===== src/rtl/alu_pkg.sv =====
// Shared ALU definitions: widths, ctrl opcode encoding, compare encoding.
package alu_pkg;

   localparam int unsigned DATA_W  = 32;
   localparam int unsigned SHAMT_W = 5;
   localparam int unsigned CNT_W   = 6;
   localparam int unsigned CTRL_W  = 4;
   localparam int unsigned COMP_W  = 2;

   typedef enum logic [CTRL_W-1:0] {
      OP_AND  = 4'b0000,
      OP_OR   = 4'b0001,
      OP_XOR  = 4'b0010,
      OP_NOR  = 4'b0011,
      OP_ADD  = 4'b0100,
      OP_SUB  = 4'b0101,
      OP_SLT  = 4'b0110,
      OP_SLTU = 4'b0111,
      OP_SLL  = 4'b1000,
      OP_SRL  = 4'b1001,
      OP_SRA  = 4'b1010,
      OP_LUI  = 4'b1011,
      OP_DIV  = 4'b1100,
      OP_DIVU = 4'b1101,
      OP_ZERO = 4'b1110,
      OP_PASS = 4'b1111
   } ctrl_e;

   localparam logic [COMP_W-1:0] COMP_EQ = 2'b00;
   localparam logic [COMP_W-1:0] COMP_LT = 2'b01;
   localparam logic [COMP_W-1:0] COMP_GT = 2'b10;

   // Two's-complement negate when neg is set; used for magnitudes and sign fix-up.
   function automatic logic [DATA_W-1:0] cond_neg(input logic [DATA_W-1:0] x, input logic neg);
      return neg ? -x : x;
   endfunction

endpackage


===== src/rtl/alu_divider.sv =====
// Restoring radix-2 divider, one quotient bit per clock; divrst low captures operands.
module alu_divider
   import alu_pkg::*;
(
   input  logic              clk,
   input  logic              divrst,
   input  logic [DATA_W-1:0] a,
   input  logic [DATA_W-1:0] b,
   input  logic              is_signed,
   output logic [DATA_W-1:0] quotient,
   output logic [DATA_W-1:0] remainder,
   output logic              done
);

   logic [DATA_W-1:0] dvsr;
   logic [DATA_W-1:0] quo_w;
   logic [DATA_W-1:0] rem_w;
   logic              sign_q;
   logic              sign_r;
   logic              dbz;
   logic [CNT_W-1:0]  count;

   logic              a_neg;
   logic              b_neg;
   logic [DATA_W:0]   shifted;
   logic              ge;
   logic [DATA_W-1:0] rem_nx;
   logic [DATA_W-1:0] quo_nx;
   logic [DATA_W-1:0] q_final;
   logic [DATA_W-1:0] r_final;

   // One restoring step plus the signed fix-up applied on the last step.
   always_comb begin
      a_neg   = is_signed & a[DATA_W-1];
      b_neg   = is_signed & b[DATA_W-1];
      shifted = {rem_w, quo_w[DATA_W-1]};
      ge      = (shifted >= {1'b0, dvsr});
      rem_nx  = ge ? DATA_W'(shifted - {1'b0, dvsr}) : shifted[DATA_W-1:0];
      quo_nx  = {quo_w[DATA_W-2:0], ge};
      q_final = dbz ? '1 : cond_neg(quo_nx, sign_q);
      r_final = cond_neg(rem_nx, sign_r);
   end

   always_ff @(posedge clk) begin
      if (!divrst) begin
         dvsr      <= cond_neg(b, b_neg);
         quo_w     <= cond_neg(a, a_neg);
         rem_w     <= '0;
         sign_q    <= a_neg ^ b_neg;
         sign_r    <= a_neg;
         dbz       <= (b == '0);
         count     <= '0;
         done      <= 1'b0;
         quotient  <= '0;
         remainder <= '0;
      end else if (!done) begin
         quo_w <= quo_nx;
         rem_w <= rem_nx;
         count <= count + CNT_W'(1);
         if (count == CNT_W'(DATA_W - 1)) begin
            done      <= 1'b1;
            quotient  <= q_final;
            remainder <= r_final;
         end
      end
   end

endmodule


===== src/rtl/alu.sv =====
// 32-bit ALU: combinational logic/arith/shift ops, signed compare, multi-cycle divider.
module alu
   import alu_pkg::*;
(
   input  logic              clk,
   input  logic              divrst,
   input  logic [DATA_W-1:0] a,
   input  logic [DATA_W-1:0] b,
   input  logic [CTRL_W-1:0] ctrl,
   output logic [DATA_W-1:0] out,
   output logic [DATA_W-1:0] rem,
   output logic              done,
   output logic [COMP_W-1:0] comp
);

   ctrl_e              op;
   logic [SHAMT_W-1:0] shamt;
   logic [DATA_W-1:0]  quotient;
   logic               is_signed;

   assign op        = ctrl_e'(ctrl);
   assign shamt     = a[SHAMT_W-1:0];
   assign is_signed = ~ctrl[0];

   alu_divider u_divider (
      .clk       (clk),
      .divrst    (divrst),
      .a         (a),
      .b         (b),
      .is_signed (is_signed),
      .quotient  (quotient),
      .remainder (rem),
      .done      (done)
   );

   // Result select; OP_ZERO falls through to the default.
   always_comb begin
      out = '0;
      case (op)
         OP_AND:  out = a & b;
         OP_OR:   out = a | b;
         OP_XOR:  out = a ^ b;
         OP_NOR:  out = ~(a | b);
         OP_ADD:  out = a + b;
         OP_SUB:  out = a - b;
         OP_SLT:  out = DATA_W'($signed(a) < $signed(b));
         OP_SLTU: out = DATA_W'(a < b);
         OP_SLL:  out = b << shamt;
         OP_SRL:  out = b >> shamt;
         OP_SRA:  out = $signed(b) >>> shamt;
         OP_LUI:  out = {b[15:0], 16'h0000};
         OP_DIV,
         OP_DIVU: out = done ? quotient : '0;
         OP_PASS: out = a;
         default: out = '0;
      endcase
   end

   always_comb begin
      comp = COMP_GT;
      if (a == b)
         comp = COMP_EQ;
      else if ($signed(a) < $signed(b))
         comp = COMP_LT;
   end

endmodule


===== config.mk =====
export PLATFORM = sky130hd
export DESIGN_NAME = alu
export DESIGN_NICKNAME = d
export VERILOG_FILES = /design/src/rtl/alu_pkg.sv /design/src/rtl/alu_divider.sv /design/src/rtl/alu.sv
export SDC_FILE = /design/constraint.sdc
export NUM_CORES = 1
export LEC_CHECK = 0
export CAP_MARGIN = 20
export CORE_ASPECT_RATIO = 1.1
export CORE_UTILIZATION = 40
export DETAILED_ROUTE_END_ITERATION = 7
export PLACE_DENSITY = 0.63
export SETUP_SLACK_MARGIN = 0.3
export SLEW_MARGIN = 25
export SYNTH_ARGS = -nofsm -noshare
export SYNTH_HDL_FRONTEND = slang
export SYNTH_SLANG_ARGS = --single-unit

===== constraint.sdc =====
create_clock -name clk -period 20.4 [get_ports clk]
set_clock_uncertainty 0.2 [all_clocks]
set_input_delay 6.12 -clock clk [delete_from_list [all_inputs] [get_ports clk]]
set_output_delay 6.12 -clock clk [all_outputs]
set_load 0.01 [all_outputs]

Word-level counts from Yosys, hierarchy flattened:

Index checks and enable logic that the tools add are counted.

* flip-flop bits (word level): 170
* input port bits: 70
* output and inout port bits: 67
* word-level logic and storage cells: 68

* add/sub/neg operators: 8
* order comparisons: 3
* equality and inequality tests: 17
* shift operators: 3
* muxes and demuxes: 14
* bitwise logic cells: 9
* reductions and logical operators: 4

Operator list (number)
* $pmux 32 s14: 1
* $mux 32: 9
* $neg 32->32: 4
* $lt 32x32->1: 2
* $sub 32x32->32: 2
* $ge 33x32->1: 1
* $add 32x32->32: 1
* $and 32x32->32: 1
* $eq 32x32->1: 1
* $logic_not 32->1: 1
* $not 32->32: 1
* $or 32x32->32: 1
* $shl 32x5->32: 1
* $shr 32x5->32: 1
* $sshr 32x5->32: 1
* $xor 32x32->32: 1
* $eq 4x4->1 const B: 7
* $eq 4x3->1 const B: 4
* $eq 4x2->1 const B: 2
* $add 6x1->6 const B: 1
* $eq 6x5->1 const B: 1
* $eq 4x1->1 const B: 1
* $logic_not 4->1: 1
* $mux 2: 2
* 7 further kinds: 10

Logic depth before layout (Yosys ltp):

Gate-level depths: netlist of run 1.

* depth in word-level cells: 4
* depth in mapped cells: 21
* gate-level depth less buffers: 18

Cells and area by module:

A second synthesis of run 1 with hierarchy kept.

* cell total of the unflattened synthesis: 2848
* area, all modules: 21200.3 µm²

By module, submodules not included
* alu_divider: instances 1, cells an instance 1372, area an instance 11353.4 µm², sequential area each 4073.9 µm²
* alu: instances 1, cells an instance 1476, area an instance 9846.9 µm², sequential area each 0.0 µm²

Least setup slack after synthesis of run 1:

No wires, ideal clock.

* path kind: in2out
* from: in a[2]
* to: out out[29]
* arrival: 9.782 ns
* data required time: 14.080 ns
* slack: 4.298 ns
* stages: 16
* buffers on the path: 3
* cell sequence: inv_1 > buf_1 > buf_1 > clkbuf_1 > ha_1 > inv_1 > o21bai_1 > a2111oi_0 > o2111ai_1 > nand4_1 > o2111ai_1 > nand2b_1 > o31ai_1 > a2111oi_0 > nor3_1 > o21ai_0

* word-level cells in the longest chain between the ends: 2
* elaborated cells on any way between the ends: 6
* those cells by class: 2 x add/sub; 3 x shift; 1 x mux

Ends and longest elaborated chain
* start, declared: line alu.sv:7 `input logic [DATA_W-1:0] a,`
* $sub 32x32->32, or another cell as far along: line alu.sv:45 `OP_SUB: out = a - b;`
* $pmux 32 s14 (*): line alu.sv:39 `case (op)`
* end, declared: line alu.sv:10 `output logic [DATA_W-1:0] out,`

Every way passes the cells marked *; elsewhere a longest branch is shown, timed or not.

Final worst setup path of run 1:

* from: in b[8]
* to: out out[28]

* word-level cells in the longest chain between the ends: 2
* elaborated cells on any way between the ends: 6
* those cells by class: 2 x add/sub; 3 x shift; 1 x mux

Ends and longest elaborated chain
* start, declared: line alu.sv:8 `input logic [DATA_W-1:0] b,`
* $sub 32x32->32, or another cell as far along: line alu.sv:45
* $pmux 32 s14 (*): line alu.sv:39

Marks and branches as above.

==> impl_metrics.tcl, run 1 <==
set metrics [dict create \
    final_layout_size_suffix_gt1_share_pct 6.21 \
    cts_max_path_buffers 2 \
    finalWeightedCongestion 1.08 \
    end_kind "primary output" \
    cp_max_fo 12 \
    cp_cell_sequence "clkdlybuf4s50_1 > inv_1 > ha_1 > or4_1 > or4_1 > a211oi_1 > nor2_1 > o211ai_1 > nand3_1 > mux2i_1 > nor4_1 > o311ai_0 > clkdlybuf4s50_1" \
    gr-total-overflow 0 \
    syn_area_um2 20300 \
    vdd_ir_drop_max_mv 0.109 \
    vias_per_cell 6.50 \
    dpl.hpwl_um 79700 \
    cts_sinks 170 \
    post_cts_buffers 0 \
    maxCapViolations 0 \
    grtUsageTotal_pct 38.3 \
    tightest_slew_ns 1.15 \
    synth-main-ff-cell "dfxtp_1" \
    fmaxAchievable_mhz 56.4 \
    port_buffers 136 \
    worst_path_largest_cell_delay_ns 0.87 \
    violations "design-rule violations" \
    synth_warnings 0 \
    drcViolationCount 28 \
    initialDrtViolationCount 2279 \
    first_global_vias 21059 \
    syn_inst 2762 \
    utilization_pct 45.1 \
    rsz0062_at_grt "no" \
    grt_pass1_wl_um 144000 \
    cp.arrival_ns 11.42 \
    firstDrtPassIters 8 \
    clk_latency_ns 0.49 \
    start_util_pct 40.5 \
    synth_edf_count 67 \
    antenna_found_initial 7 \
    start_kind "primary input" \
    yosysUniqueCellTypes 93 \
    cp.required_ns 14.08 \
    num-nets-final 2964 \
    cts.repair.resized 0 \
    cts-root-buf "clkbuf_16" \
    hp-start "u_divider.remainder[1]" \
    critical_path.top_delay_family "simple AND/OR/NAND/NOR gates" \
    synth_top_area_share_pct 10.2 \
    diodes 0 \
    wire_per_inst_um 29.3 \
    ant_nets 0 \
    cellPowerDensity_nw_per_um2 86.9 \
    cts_tree "done" \
    finalSetupViolCount 0 \
    htreeDepth 4 \
    vias 22307 \
    drv_slew 0 \
    die_height_um 238 \
    ys_async_sr_fraction_pct 0 \
    synth_area_leaders "dfxtp_1 10%, edfxtp_1 9.9%, ha_1 8.2%, o21ai_0 6.4%, nor2_1 6.0%" \
    synth-compound-area-share_pct 29.0 \
    synth_xor_area_share_pct 7.29 \
    die_x_um 217 \
    hold_buffers 0 \
    syn-num-nets 2968 \
    status "complete, but fails checks" \
    routed_wl_um 101000 \
    fin_crit_ns 17.74 \
    cp_slowest_cell "clkdlybuf4s50_1" \
    synth_top_family_by_area "compound AO/OA/AOI/OAI gates" \
    timing.rr.start "u_divider.dvsr[28]" \
    cp-startpoint "b[8]" \
    min_path_type "flip-flop to flip-flop" \
    ys_seq_elements 170 \
    critical_path_class "primary input to primary output" \
    synth.largest_area_cell "dfxtp_1" \
    grt_max_degree 81 \
    relSlewSlack_pct 23.0 \
    die_area_um2 51700 \
    syn_to_final_growth_pct 11.5 \
    numCtsBuffers 17 \
    synthAdderAreaFrac_pct 8.49 \
    core.rowCount 86 \
    postSynthAreaPerCell_um2 7.35 \
    crit_buf_inv 3 \
    path_clk_slew_ns 0.08 \
    coreArea_um2 50100 \
    synthSimpleGateAreaFrac_pct 20.0 \
    p_leak_nw 8.77 \
    final_hold_viol_count 0 \
    tns_ns 0 \
    ys_seq_area_share_pct 20.1 \
    synthMuxAreaShare_pct 8.44 \
    io_pins 137 \
    fin_crit_sh_pct 87.0 \
]
-- path summary, 6_finish.rpt --
check,end,slack (ns),depth (start not counted)
setup / recovery,out[28],2.66,13
setup reg to reg,u_divider.remainder[30],14.77,17
hold / removal,u_divider.remainder[1],0.25,2
hold reg to reg,u_divider.remainder[1],0.25,2
-- placed cells by master, fill, tap and decap left out, types with 32 or more instances in the layout --
cell             instances
a21o_1                  32
a21oi_1                242
a31oi_1                 38
buf_4                   47
clkdlybuf4s50_1        128
dfxtp_1                102
edfxtp_1                67
ha_1                   133
inv_1                  141
mux2i_1                 80
mux4_2                  36
nand2_1                268
nand3_1                 56
nand4_1                 33
nor2_1                 321
nor3_1                  51
o21ai_0                258
o31ai_1                 38
xnor2_1                110
xor2_1                  59
-- synth_stat cells, types with 19 or more instances --
cell and number:
dfxtp_1 103, mux4_2 36, edfxtp_1 67, clkbuf_1 141, o21ai_0 258, a21oi_1 242, a211oi_1 27, nand4_1 33
o211ai_1 19, o22ai_1 19, or3_1 30, nor2_1 326, nor4_1 21, nor3_1 54, buf_2 21, buf_1 40
nand3_1 56, xnor2_1 110, mux2i_1 80, ha_1 133, o31ai_1 38, o21a_1 21, a222oi_1 26, xor2_1 59
a31oi_1 38, a21o_1 32, inv_1 142, nand2_1 268
-- layout make-up --
| cell class | count | area, um2 |
|---|---|---|
| Fill cell | 5168 | 27500 |
| Multi-Input combinational cell | 2241 | 14900 |
| Sequential cell | 170 | 4080 |
| Timing Repair Buffer | 181 | 1660 |
| Tap cell | 660 | 826 |
| Inverter | 147 | 554 |
| Clock buffer | 18 | 429 |
| Clock inverter | 14 | 174 |
-- flip-flops by register name, indices dropped and copies added, names as in the netlist --
signal / cells
u_divider.count: 6
u_divider.dbz: 1
u_divider.done: 1
u_divider.dvsr: 32
u_divider.quo_w: 32
u_divider.quotient: 32
u_divider.rem_w: 32
u_divider.remainder: 32
u_divider.sign_q: 1
u_divider.sign_r: 1
-- power by group --
part | internal [mW] | switching [mW] | total [mW]
Sequential | 0.397 | 0.0478 | 0.445
Combinational | 0.426 | 0.755 | 1.18
Clock | 0.166 | 0.175 | 0.342
Total | 0.990 | 0.978 | 1.97
-- stage by stage --
stage               std cells  hold WS, ns  instance area, um2  total power, mW  setup slack (ns)
global route             3431        0.273               22600             2.08              2.48
detailed placement       3398        0.243               22000             1.61              2.76
CTS                      3430        0.255               22600             1.95              2.75
floorplan                2762        0.270               20300             1.25              4.30
global placement         3398        0.238               22000             1.60              2.78
finish                   3431        0.253               22600             1.97              2.66
-- metal layers --
| metal | vias up | wire length, um | global-route usage, % |
|---|---|---|---|
| met4 | 8 | 6850 | 23.4 |
| li1 | 10087 | - | - |
| met5 | - | 53 | 0 |
| met2 | 1128 | 46200 | 62.5 |
| met3 | 262 | 7880 | 6.99 |
| met1 | 10822 | 39700 | 46.8 |
-- cells by family (layout without fill, tap and decap cells) --
family	count (synthesis)	in the layout
flip-flops	170	170
AO/OA/AOI/OAI	922	922
adder cells (fa/ha/maj)	136	136
buffers and inverters	351	360
XOR/XNOR	169	169
AND/OR/NAND/NOR	889	889
multiplexers	125	125
-- tightest hold or removal path: cells and delay by family, from the launching register on --
family | cells | cell delay [ns]
flip-flops | 1 | 0.31
AO/OA/AOI/OAI | 1 | 0.05
AND/OR/NAND/NOR | 1 | 0.05
Power figures use the tool's default switching activity.
==> inputs of run 2 (changes only) <==
- CTS_CLUSTER_DIAMETER: unset -> 60
==> results of run 2 <==
Same layout as run 1: the final DEF is identical, and so are final timing and power.
